===== config.mk =====
export PLATFORM = sky130hd
export DESIGN_NAME = hazard_stall_unit
export DESIGN_NICKNAME = d
export VERILOG_FILES = /design/src/rtl/hazard_stall_unit.sv
export SDC_FILE = /design/constraint.sdc
export NUM_CORES = 1
export LEC_CHECK = 0
export CAP_MARGIN = 20
export CELL_PAD_IN_SITES_DETAIL_PLACEMENT = 0
export CELL_PAD_IN_SITES_GLOBAL_PLACEMENT = 1
export CORE_MARGIN = 3
export CORE_UTILIZATION = 40
export DETAILED_ROUTE_END_ITERATION = 10
export PLACE_DENSITY = 0.86
export SKIP_CTS_REPAIR_TIMING = 1
export SLEW_MARGIN = 15
export SYNTH_ARGS = -nofsm -noshare
export SYNTH_HDL_FRONTEND = slang
export SYNTH_SLANG_ARGS = --single-unit

===== constraint.sdc =====
create_clock -name clk -period 3.8 [get_ports clk]
set_clock_uncertainty 0.2 [all_clocks]
set_input_delay 0.76 -clock clk [delete_from_list [all_inputs] [get_ports clk]]
set_output_delay 0.76 -clock clk [all_outputs]
set_load 0.05 [all_outputs]

===== src/rtl/hazard_stall_unit.sv =====
// rtl/hazard_stall_unit.sv - ID-stage stall/flush generator with an EX/MEM/WB destination scoreboard
module hazard_stall_unit #(
    parameter int         CNT_W = 16,
    parameter logic [3:0] OP_LD = 4'd10,
    parameter logic [3:0] OP_BZ = 4'd12
) (
    input  logic             clk,
    input  logic             rst_n,
    input  logic             hazard_en,
    input  logic             freeze,
    input  logic             id_valid,
    input  logic [3:0]       id_opcode,
    input  logic [2:0]       id_src1,
    input  logic [2:0]       id_src2,
    input  logic             id_src2_used,
    input  logic             id_writes_reg,
    input  logic [2:0]       id_dest,
    input  logic             branch_taken,
    output logic             stall,
    output logic             flush_if_id,
    output logic [7:0]       sb_pending,
    output logic [CNT_W-1:0] stall_cycles,
    output logic [CNT_W-1:0] flush_count
);

    typedef struct packed {
        logic       valid;
        logic [2:0] dest;
        logic       is_ld;
    } sb_entry_t;

    localparam logic [CNT_W-1:0] CNT_ONE = {{(CNT_W-1){1'b0}}, 1'b1};

    sb_entry_t  ex_q;
    sb_entry_t  mem_q;
    sb_entry_t  ex_next;
    // Load status no longer matters once the producer reaches WB.
    logic       wb_valid_q;
    logic [2:0] wb_dest_q;

    logic src1_used;
    logic src2_used;
    logic hit_ex;
    logic hit_mem;
    logic stall_raw;

    function automatic logic entry_match(input logic vld, input logic [2:0] dst,
                                         input logic [2:0] r);
        return vld && (r != 3'd0) && (dst == r);
    endfunction

    always_comb begin
        src1_used = (id_src1 != 3'd0);
        src2_used = id_src2_used && (id_src2 != 3'd0) && (id_opcode != OP_BZ);

        hit_ex  = (src1_used && entry_match(ex_q.valid, ex_q.dest, id_src1)) ||
                  (src2_used && entry_match(ex_q.valid, ex_q.dest, id_src2));
        hit_mem = (src1_used && entry_match(mem_q.valid, mem_q.dest, id_src1)) ||
                  (src2_used && entry_match(mem_q.valid, mem_q.dest, id_src2));

        // WB never stalls: the register file writes before it reads.
        if (hazard_en) begin
            stall_raw = hit_ex || hit_mem;
        end else begin
            stall_raw = hit_ex && ex_q.is_ld;
        end

        stall       = rst_n && id_valid && stall_raw;
        flush_if_id = rst_n && branch_taken && id_valid && (id_opcode == OP_BZ) && !stall;
    end

    always_comb begin
        ex_next = '0;
        if (id_valid && !stall && id_writes_reg && (id_dest != 3'd0)) begin
            ex_next.valid = 1'b1;
            ex_next.dest  = id_dest;
            ex_next.is_ld = (id_opcode == OP_LD);
        end
    end

    always_comb begin
        sb_pending = 8'd0;
        for (int r = 1; r < 8; r++) begin
            sb_pending[r] = entry_match(ex_q.valid, ex_q.dest, 3'(r)) ||
                            entry_match(mem_q.valid, mem_q.dest, 3'(r)) ||
                            entry_match(wb_valid_q, wb_dest_q, 3'(r));
        end
    end

    always_ff @(posedge clk or negedge rst_n) begin
        if (!rst_n) begin
            ex_q       <= '0;
            mem_q      <= '0;
            wb_valid_q <= 1'b0;
            wb_dest_q  <= 3'd0;
        end else if (!freeze) begin
            wb_valid_q <= mem_q.valid;
            wb_dest_q  <= mem_q.dest;
            mem_q      <= ex_q;
            ex_q       <= ex_next;
        end
    end

    always_ff @(posedge clk or negedge rst_n) begin
        if (!rst_n) begin
            stall_cycles <= '0;
            flush_count  <= '0;
        end else if (!freeze) begin
            if (stall && (stall_cycles != '1)) begin
                stall_cycles <= stall_cycles + CNT_ONE;
            end
            if (flush_if_id && (flush_count != '1)) begin
                flush_count <= flush_count + CNT_ONE;
            end
        end
    end

endmodule

==> impl_metrics.csv <==
group,metric,value,unit
setup_path,required,2.84,ns
setup_path,slowest_stage,"clkdlybuf4s50_1",
sta,grt_setup_unrepaired,"no",
floorplan,core,0.00603,sq mm
power,switching_power,0.275,mW
detailed_routing,avgRoutedWirePerCell,15.9,um
cts,cts_tree,"built",
detailed_routing,ant_nets,0,
setup_path,crit_fanout,6,
global_routing,overflow,0,
logic_synthesis,syn_avg_cell_area,10.2,sq um
setup_path,slowest_delay,0.54,ns
global_routing,grt_pass1_vias,2096,
power,p_leak,1.40,nW
setup_path,worstPathCellList,"clkdlybuf4s50_1 -> xor2_1 -> a2111oi_2 -> a32o_2 -> o311ai_2 -> inv_1 -> buf_12",
logic_synthesis,synth_edf_count,0,
setup_path,crit_arrival,2.68,ns
power,swShare,0.268,
status,status,"completed",
sta,worst_pin_slew,0.838,ns
power,sequentialPowerShare,0.514,
power,p_total,1.03,mW
detailed_routing,num_vias,2070,
detailed_routing,post-route-drc-count,0,
power,peakVddDrop,192,uV
setup_path,r2r_end,"stall_cycles[1]",
logic_synthesis,ys_seq_area_frac,0.444,
logic_synthesis,yosysTopAreaCellShare,0.444,
setup_path,reg2reg_depth,5,
floorplan,start_util,0.421,
final_layout,nNetsFinal,329,
logic_synthesis,yosysTopAreaCell,"dfrtp_1",
place,place_ws,0.179,ns
logic_synthesis,synthTopCellsByArea,"dfrtp_1 44%, xor2_1 7.9%, xnor2_1 5.2%, nand2_1 3.7%, mux2_2 3.6%",
power,intPower,0.752,mW
floorplan,die_h,85.6,um
min_path,worstHoldStart,"stall_cycles[14]",
sta,clock.fmax,275,MHz
sta,tns,0,ns
cts,clk_latency,0.31,ns
place,place_inst,374,
detailed_routing,drt_iter0_drc,114,
setup_path,regToRegStartpoint,"ex_q[3]",
global_routing,grt_max_degree,46,
place,placed_cell_area,0.00320,sq mm
setup_path,criticalPathCategory,"in2out",
logic_synthesis,synth-seq-cells,45,
sta,min_period,3.64,ns
cts,clock-sinks,45,
final_layout,diodes,0,
floorplan,rows,28,
min_path,hold_depth,1,
detailed_routing,wirelength,6.08,mm
setup_path,critPathTopFamily,"buffers and inverters",
floorplan,boundaryPins,63,
place,portBuffers,61,
logic_synthesis,yosysMostFrequentCell,"dfrtp_1",
setup_path,critPathLaunchType,"input port",
power,powerDensity,310,mW/mm^2
power,clkPwrFrac,0.353,
global_routing,antenna_found_initial,0,
min_path,whs_endpoint,"stall_cycles[14]",
cts,cts_buffers,5,
sta,max_slew_margin,0.440,
detailed_routing,firstDrtPassIters,4,
cts,cts-root-buf,"clkbuf_8",
sta,fin_hold_ws,0.293,ns
logic_synthesis,synth_area,0.00253,sq mm
min_path,hold_class,"reg2reg",
logic_synthesis,synth_cells,248,
logic_synthesis,ys_warn_count,0,
global_routing,grtUsageTotal,0.171,
final_layout,fin_area,0.00331,sq mm
sta,setup_viol,0,
sta,maxSlewViolCount,0,
logic_synthesis,async_reset_ff_frac,1.00,
place,gp_congestion,0.783,
global_routing,grt_first_pass_wirelength,10.1,mm
logic_synthesis,syn_nets,271,
setup_path,crit_buf_inv,3,
power,pwr-share-comb,0.133,
sta,fin_crit_sh,0.958,
detailed_routing,via_per_inst,5.42,
setup_path,endpoint_kind,"primary output",
floorplan,die_x,85.6,um
logic_synthesis,synthTopCellsByCount,"45 x dfrtp_1, 25 x nand2_1, 23 x xor2_1, 16 x nor2_1, 15 x xnor2_1",
final_layout,fin_cells,382,
floorplan,die_area,0.00733,sq mm
place,dp_hpwl,4.45,mm
cts,h-tree-depth,2,
final_layout,drive_gt1_frac,0.114,
setup_path,rrSetupSlack,1.12,ns
cts,clockBufferDepth,2,
flow_run,timing.max_cap.violations,0,
cts,path_clk_slew,0.09,ns
logic_synthesis,ys_types,49,
final_layout,finish.utilization,0.550,
sta,setup_ws,0.159,ns
final_layout,synthToLayoutAreaGrowth,30.7,%
logic_synthesis,synth_flop_cell,"dfrtp_1",
sta,finalHoldViolCount,0,
## area by class of cell
| class | instances | area (sq um) |
|---|---|---|
| Clock buffer | 6 | 72.6 |
| Clock inverter | 2 | 38.8 |
| Fill cell | 546 | 2710 |
| Inverter | 12 | 45.0 |
| Multi-Input combinational cell | 178 | 1290 |
| Sequential cell | 45 | 1130 |
| Tap cell | 75 | 93.8 |
| Timing Repair Buffer | 64 | 648 |
## metal layers
metal,track usage,part of all wire
met1,0.226,0.47
met3,0.0490,0.052
met4,0.0532,0.018
met5,0,0
met2,0.272,0.46
## worst max-delay path by stage
stage	slack (ns)	start	cells after the start	to
finish	0.16	id_src1[2]	7	stall
global route	0.03	id_src1[1]	7	stall
CTS	0.17	id_src1[2]	7	stall
detailed placement	0.18	id_src1[2]	7	stall
global placement	0.21	id_src1[2]	7	stall
floorplan	0.48	id_src1[2]	4	flush_if_id
## state kept, by name (all words and copies together) (netlist names)
register and count:
wb_valid_q 1, mem_q 4, flush_count 16, wb_dest_q 3, stall_cycles 16, ex_q 5
## power by group through the flow
stage | Combinational, mW | Sequential, mW | Clock (mW)
CTS | 0.139 | 0.527 | 0.372
global route | 0.148 | 0.531 | 0.392
floorplan | 0.0719 | 0.537 | 0
finish | 0.137 | 0.528 | 0.362
detailed placement | 0.138 | 0.537 | 0
global placement | 0.136 | 0.536 | 0
## worst reg2reg max path, cell delays in order, from the launching register on
cell,delay [ns]
dfrtp_1,0.64
xor2_1,0.19
nor2_1,0.06
a32o_2,0.32
o311ai_4,0.77
mux2_1,0.39
## logic make-up after synthesis
kind of cell | synth area share
muxes | 0.0400
AOI/OAI and AO/OA | 0.0938
xor gates and xnor gates | 0.131
other | 0.00148
buffers and inverters | 0.0479
adders and majority gates | 0.00987
and+or+nand+nor | 0.231
DFF | 0.444
## layout by cell type (no fill, tap or decap), drive strengths merged, types with 2 or more instances in the layout
master | netlist | final
dfrtp | 45 | 45
ha | 2 | 2
mux2 | 9 | 9
o41ai | 2 | 2
a32o | 5 | 5
nand3 | 8 | 8
xor2 | 23 | 23
nor4 | 6 | 6
buf | 10 | 6
a41oi | 2 | 2
or4 | 2 | 2
inv | 12 | 12
nor2 | 16 | 16
clkdlybuf4s50 | 0 | 58
clkbuf | 3 | 6
xnor2 | 15 | 15
a2111oi | 2 | 2
o21bai | 3 | 3
nor3 | 9 | 9
o21ai | 3 | 3
or3 | 4 | 4
nand2 | 25 | 25
o311ai | 5 | 5
nand4b | 5 | 5
and3 | 3 | 3
nand4 | 12 | 12
and2 | 2 | 2
or2 | 3 | 3
nor4bb | 3 | 3
(Power assumes the default switching activity.)
